===== config.mk =====
export PLATFORM = sky130hd
export DESIGN_NAME = dcache_data_write_sink
export DESIGN_NICKNAME = d
export VERILOG_FILES = /design/src/rtl/dcache_wr_pkg.sv /design/src/rtl/dcache_wr_queue.sv /design/src/rtl/dcache_data_write_sink.sv
export SDC_FILE = /design/constraint.sdc
export NUM_CORES = 1
export LEC_CHECK = 0
export CAP_MARGIN = 40
export CORE_MARGIN = 2
export CORE_UTILIZATION = 50
export DETAILED_ROUTE_END_ITERATION = 10
export MAX_ROUTING_LAYER = met4
export PLACE_DENSITY = 0.8
export SETUP_SLACK_MARGIN = 0.15
export SYNTH_ARGS = -nofsm -noshare
export SYNTH_HDL_FRONTEND = slang
export SYNTH_SLANG_ARGS = --single-unit

===== constraint.sdc =====
create_clock -name clock -period 6.1 [get_ports clock]
set_input_delay 0.915 -clock clock [delete_from_list [all_inputs] [get_ports clock]]
set_output_delay 0.915 -clock clock [all_outputs]
set_load 0.02 [all_outputs]

===== src/rtl/dcache_wr_pkg.sv =====
// Shared types for the data-array write sink: the queued write entry and the sink FSM states.
// Field widths live here because the entry struct is shared by the queue and the top.
package dcache_wr_pkg;

  localparam int ADDR_W  = 12;
  localparam int DATA_W  = 64;
  localparam int NWAYS   = 1;
  localparam int WMASK_W = 1;

  typedef struct packed {
    logic [NWAYS-1:0]   way_en;
    logic [ADDR_W-1:0]  addr;
    logic [WMASK_W-1:0] wmask;
    logic [DATA_W-1:0]  data;
    logic               src;
  } wr_entry_t;

  typedef enum logic [1:0] {
    IDLE  = 2'd0,
    DRAIN = 2'd1,
    FORCE = 2'd2
  } sink_state_e;

endpackage


===== src/rtl/dcache_wr_queue.sv =====
// Circular FIFO of pending data-array writes with a youngest-match lookup port used to
// forward still-pending write data to a colliding read.
module dcache_wr_queue
  import dcache_wr_pkg::*;
#(
  parameter  int DEPTH = 2,
  localparam int CNT_W = $clog2(DEPTH + 1),
  localparam int PTR_W = $clog2(DEPTH)
) (
  input  logic               clock,
  input  logic               reset,
  input  logic               push,
  input  wr_entry_t          push_entry,
  input  logic               pop,
  output wr_entry_t          head,
  output logic [CNT_W-1:0]   count,
  input  logic [NWAYS-1:0]   query_way_en,
  input  logic [ADDR_W-1:0]  query_addr,
  output logic               fwd_hit,
  output logic [WMASK_W-1:0] fwd_wmask,
  output logic [DATA_W-1:0]  fwd_data
);

  wr_entry_t        mem [DEPTH];
  logic [PTR_W-1:0] wr_ptr;
  logic [PTR_W-1:0] rd_ptr;

  function automatic logic [PTR_W-1:0] ptr_inc(input logic [PTR_W-1:0] p);
    return (p == PTR_W'(DEPTH - 1)) ? '0 : p + 1'b1;
  endfunction

  // Slot holding the k-th oldest entry, wrapping modulo DEPTH.
  function automatic logic [PTR_W-1:0] slot_of(input logic [PTR_W-1:0] base, input int k);
    int s;
    s = int'(base) + k;
    if (s >= DEPTH) s = s - DEPTH;
    return PTR_W'(s);
  endfunction

  // NOTE: sequential state uses non-blocking assignments so every register samples
  // pre-edge values regardless of statement order.
  always_ff @(posedge clock) begin
    if (reset) begin
      wr_ptr <= '0;
      rd_ptr <= '0;
      count  <= '0;
    end else begin
      if (push) wr_ptr <= ptr_inc(wr_ptr);
      if (pop)  rd_ptr <= ptr_inc(rd_ptr);
      case ({push, pop})
        2'b10:   count <= count + 1'b1;
        2'b01:   count <= count - 1'b1;
        default: count <= count;
      endcase
    end
  end

  // NOTE: the storage array has no reset; validity is tracked solely by count and
  // pointers, so stale contents are never observed and the array can map to plain RAM.
  always_ff @(posedge clock) begin
    if (push) mem[wr_ptr] <= push_entry;
  end

  assign head = mem[rd_ptr];

  // Scan oldest to youngest so the last match (the youngest) wins; the head still
  // counts while it is being popped because count only drops after the edge.
  // NOTE: every always_comb output gets a default first, so no path leaves it unassigned
  // and no latch is inferred.
  always_comb begin
    fwd_hit   = 1'b0;
    fwd_wmask = '0;
    fwd_data  = '0;
    for (int k = 0; k < DEPTH; k++) begin
      if (k < int'(count)) begin
        if (mem[slot_of(rd_ptr, k)].addr == query_addr &&
            mem[slot_of(rd_ptr, k)].way_en == query_way_en) begin
          fwd_hit   = 1'b1;
          fwd_wmask = mem[slot_of(rd_ptr, k)].wmask;
          fwd_data  = mem[slot_of(rd_ptr, k)].data;
        end
      end
    end
  end

endmodule


===== src/rtl/dcache_data_write_sink.sv =====
// Receiving end of the data-array write arbiter: queues arbitrated writes, drains them when
// no read owns the array, forces a write after a run of blocked cycles, and acks commits.
module dcache_data_write_sink
  import dcache_wr_pkg::*;
#(
  parameter  int DEPTH        = 2,
  parameter  int STARVE_LIMIT = 4,
  localparam int CNT_W        = $clog2(DEPTH + 1),
  localparam int ST_W         = $clog2(STARVE_LIMIT + 1)
) (
  input  logic               clock,
  input  logic               reset,
  input  logic               io_req_valid,
  output logic               io_req_ready,
  input  logic [NWAYS-1:0]   io_req_way_en,
  input  logic [ADDR_W-1:0]  io_req_addr,
  input  logic [WMASK_W-1:0] io_req_wmask,
  input  logic [DATA_W-1:0]  io_req_data,
  input  logic               io_req_chosen,
  input  logic               io_rd_valid,
  input  logic [NWAYS-1:0]   io_rd_way_en,
  input  logic [ADDR_W-1:0]  io_rd_addr,
  output logic               io_rd_stall,
  output logic               io_fwd_hit,
  output logic [WMASK_W-1:0] io_fwd_wmask,
  output logic [DATA_W-1:0]  io_fwd_data,
  output logic               io_sram_wen,
  output logic [NWAYS-1:0]   io_sram_way_en,
  output logic [ADDR_W-1:0]  io_sram_addr,
  output logic [WMASK_W-1:0] io_sram_wmask,
  output logic [DATA_W-1:0]  io_sram_wdata,
  output logic               io_ack_valid,
  output logic               io_ack_source,
  output logic               io_empty
);

  sink_state_e      state, state_next;
  logic [ST_W-1:0]  starve, starve_next;
  logic [CNT_W-1:0] count;
  wr_entry_t        req_entry, head;
  logic             empty, full, push, pop, last_pop;

  assign req_entry = '{way_en: io_req_way_en, addr: io_req_addr, wmask: io_req_wmask,
                       data: io_req_data, src: io_req_chosen};

  assign empty    = (count == '0);
  assign full     = (count == CNT_W'(DEPTH));
  assign push     = io_req_valid & ~full;
  assign pop      = io_sram_wen;
  assign last_pop = pop & ~push & (count == CNT_W'(1));

  dcache_wr_queue #(.DEPTH(DEPTH)) u_queue (
    .clock        (clock),
    .reset        (reset),
    .push         (push),
    .push_entry   (req_entry),
    .pop          (pop),
    .head         (head),
    .count        (count),
    .query_way_en (io_rd_way_en),
    .query_addr   (io_rd_addr),
    .fwd_hit      (io_fwd_hit),
    .fwd_wmask    (io_fwd_wmask),
    .fwd_data     (io_fwd_data)
  );

  always_ff @(posedge clock) begin
    if (reset) begin
      state         <= IDLE;
      starve        <= '0;
      io_ack_valid  <= 1'b0;
      io_ack_source <= 1'b0;
    end else begin
      state        <= state_next;
      starve       <= starve_next;
      io_ack_valid <= pop;
      if (pop) io_ack_source <= head.src;
    end
  end

  always_comb begin
    state_next  = state;
    starve_next = starve;
    case (state)
      IDLE: begin
        if (push) state_next = DRAIN;
      end
      DRAIN: begin
        if (pop) begin
          starve_next = '0;
          if (last_pop) state_next = IDLE;
        end else if (io_rd_valid) begin
          if (starve != ST_W'(STARVE_LIMIT)) starve_next = starve + 1'b1;
          if (starve_next == ST_W'(STARVE_LIMIT)) state_next = FORCE;
        end
      end
      FORCE: begin
        starve_next = '0;
        state_next  = last_pop ? IDLE : DRAIN;
      end
      default: begin
        state_next  = IDLE;
        starve_next = '0;
      end
    endcase
  end

  // A forced cycle owns the array: the read backs off and the head is written.
  always_comb begin
    io_rd_stall = (state == FORCE);
    io_sram_wen = ~empty & (~io_rd_valid | (state == FORCE));
  end

  assign io_req_ready   = ~full;
  assign io_empty       = empty;
  assign io_sram_way_en = head.way_en;
  assign io_sram_addr   = head.addr;
  assign io_sram_wmask  = head.wmask;
  assign io_sram_wdata  = head.data;

endmodule


==> metrics <==
detailed-route DRC error count 0; Clock Latency Late Sink 430 ps; first-pass GRT wire length 44.0 mm; Total Neg Setup Slack 0 ps; antenna-violating nets left 0; Primary FF master, synth edfxtp_1; Placer Congestion 0.836; Die Y 150 um; worst-path fanout max 67; setup bufs post-CTS 0; number of buffers created by CTS 17; area growth from synthesis to layout 24.2%; port bufs 245; Vias 8537; Post-Synth Simple-Gate Area 18.9%; maxcap violations 0; Clock Tree Buf Depth 2; Worst EP required 5180 ps; Ports 246; Slew Limit Headroom 38.0%; H-tree depth 4; FMAX 190 MHz; synthesized flop and latch total 170; post-route cell area 0.0133 mm^2; DRT iter0 DRCs 791; M1 GR Usage 32.3%; synthesized cell area 0.0107 mm^2; final hold vios 0; reg2reg path depth 5; layout cells sized above 1 15.3%; Min-Delay Path Class reg -> reg; Synth Area in Compound Gates 11.0%; final count of pins violating max slew 0; DRT Pass-1 Iters 5; WS Path Type in -> out; row count 53; hold buffer count at CTS 0; Fin Hold WS 505 ps; VDD IR max 0.207 mV; drt wl/cell 20.4 um; most crowded layer after global routing met2; Worst-path clk slew 60 ps; TritonCTS clock tree yes; number of global-route vias before repair 8247; Syn Nets 1099; Detail Placement HPWL 18.6 mm; Worst Setup Start Kind input pin; fillers 1637; GR Util All Layers 25.8%; Final WS setup 829 ps; Die W 150 um; clock skew 9.14 ps; Synth warnings 0; Register Area 0.00499 mm^2; largest family of logic cells by synthesized area simple AND/OR/NAND/NOR gates; Pwr per Cell Area 396 mW/mm^2; die area 0.0226 mm^2; met3 Use GR 4.91%; unrepaired setup endpoints after global routing no; EDFF count, synth 158; Via density 6.07; Post-Layout Cell Count 1407; initial antenna violation count 2; multi-input logic area 0.00457 mm^2; Mapped Avg Cell Area 10.7 um^2; gate count of the mapped netlist 997; core area 0.0210 mm^2; GRT overflow 0; Detailed Route WL 28.8 mm; Pleak 4.41 nW; CP arrival 4360 ps; fin nets 1219; post-placement cell count 1373; min cycle time layout 5270 ps; register area share after synthesis 46.7%; Initial Util 50.8%; largest net degree at the start of global routing 81; mux contribution to synthesized area 9.17%; Yosys cell types 52; Synth Area in XOR/XNOR 2.69%; met2 usage 41.2%; number of setup violations in the final report 0; ys async rst share 0%; cell area after placement 0.0126 mm^2; Worst-Margin Slew 929 ps; Clock Sink Count 170; adder-cell share of the synthesized area 0.703%; clk root buf clkbuf_16; Final period util 86.4%; post-CTS sizing 0; Min-Delay Path Depth 2; status completed; Place WS 881 ps; Crit. End Element primary output
-- report_power, final --
part | switching (mW) | total, mW | internal (mW)
sequential | 0.206 | 1.71 | 1.50
combinational | 1.34 | 2.41 | 1.08
clock | 0.476 | 1.13 | 0.655
total | 2.02 | 5.25 | 3.23
-- sequential cells by signal, indices dropped and copies added (netlist names), named ones only --
| register | count |
|---|---|
| u_queue.wr_ptr | 1 |
| starve | 3 |
| u_queue.mem | 158 |
| io_ack_valid | 1 |
| u_queue.count | 2 |
| u_queue.rd_ptr | 1 |
| io_ack_source | 1 |
| state | 2 |
-- worst max-delay path, cell delays in order --
cell and delay [ps]:
clkdlybuf4s50_1 580, xor2_2 380, and3_1 220, buf_4 210
and4_4 580, buf_12 340, nand2_1 100, a32oi_1 300
clkdlybuf4s50_1 670
-- kinds of logic (layout without fill, tap and decap cells) --
| group | after synthesis | in the layout |
|---|---|---|
| multiplexers | 90 | 90 |
| flip-flops | 170 | 170 |
| AND/OR/NAND/NOR | 342 | 342 |
| other | 0 | 2 |
| adder cells (fa/ha/maj) | 6 | 6 |
| buffers and inverters | 185 | 318 |
| AO/OA/AOI/OAI | 172 | 172 |
| XOR/XNOR | 32 | 32 |
-- synthesized netlist by cell type (2+ instances only) --
master       n  area (um^2)
buf_1        7         26.3
and3_1      77          482
mux2i_1     27          270
nand4b_1     2         17.5
ha_1         6         75.1
o31a_1       5         43.8
nor2b_1      5         31.3
nand3_1     79          395
nand4_1      9         56.3
clkbuf_1    47          176
nand3_2     46          460
a31o_1       3         26.3
o21ai_0     23          115
edfxtp_1   158         4740
a41o_1       2         20.0
buf_4       78          586
dfxtp_1     12          240
a32oi_1     50          438
a2bb2oi_1    7         61.3
nor4_2       3         37.5
a21oi_1     56          280
xor2_1      11         96.3
a211oi_1     2         15.0
inv_1       22         82.6
xnor2_1     20          175
and2_1       2         12.5
nor3_1      12         60.1
and4_1       3         26.3
buf_2       21          105
a31oi_1     12         75.1
and3b_1      2         17.5
o41ai_1      7         61.3
nand3b_1     2         15.0
buf_12       7          140
nor2_1      19         71.3
nand2_1     74          278
mux2_2      63          709
buf_6        2         22.5
-- cell type report --
type / instances / share of cell area, %
Antenna cell: 2 / 0.0377
Clock buffer: 18 / 3.24
Clock inverter: 14 / 1.38
Inverter: 22 / 0.623
Multi-Input combinational cell: 642 / 34.5
Sequential cell: 170 / 37.6
Tap cell: 275 / 2.59
Timing Repair Buffer: 264 / 20.0
-- worst paths after layout --
path / slack [ps] / start / to
max reg2reg: 3490 / u_queue.count[0] / u_queue.mem[1][29]
min: 500 / io_ack_source / io_ack_source
max: 830 / io_rd_addr[8] / io_fwd_data[49]
min reg2reg: 500 / io_ack_source / io_ack_source
-- per-stage QoR --
stage	power, mW	util, %
after detailed placement	4.12	60.2
after global routing	5.47	63.1
after floorplan	3.30	-
after global placement	4.07	60.0
after CTS	5.26	63.1
final	5.25	63.1
-- cell usage in the layout, fill, tap and decap left out, types with 10 or more instances in the layout --
cell type / n
clkdlybuf4s50_1: 245
edfxtp_1: 158
nand3_1: 79
and3_1: 77
nand2_1: 74
mux2_2: 63
a21oi_1: 56
a32oi_1: 50
nand3_2: 46
mux2i_1: 27
o21ai_0: 23
inv_1: 22
xnor2_1: 20
nor2_1: 17
clkbuf_16: 17
buf_4: 15
nor3_1: 12
a31oi_1: 12
xor2_1: 11
dfxtp_1: 10
-- layer usage --
layer  vias up  routed length [um]
li1       3928                   -
met1      4139               11800
met2       408               13900
met3        62                2070
met4         0                 970
met5         -                   0
No activity file was read; power rests on OpenSTA's default activity.
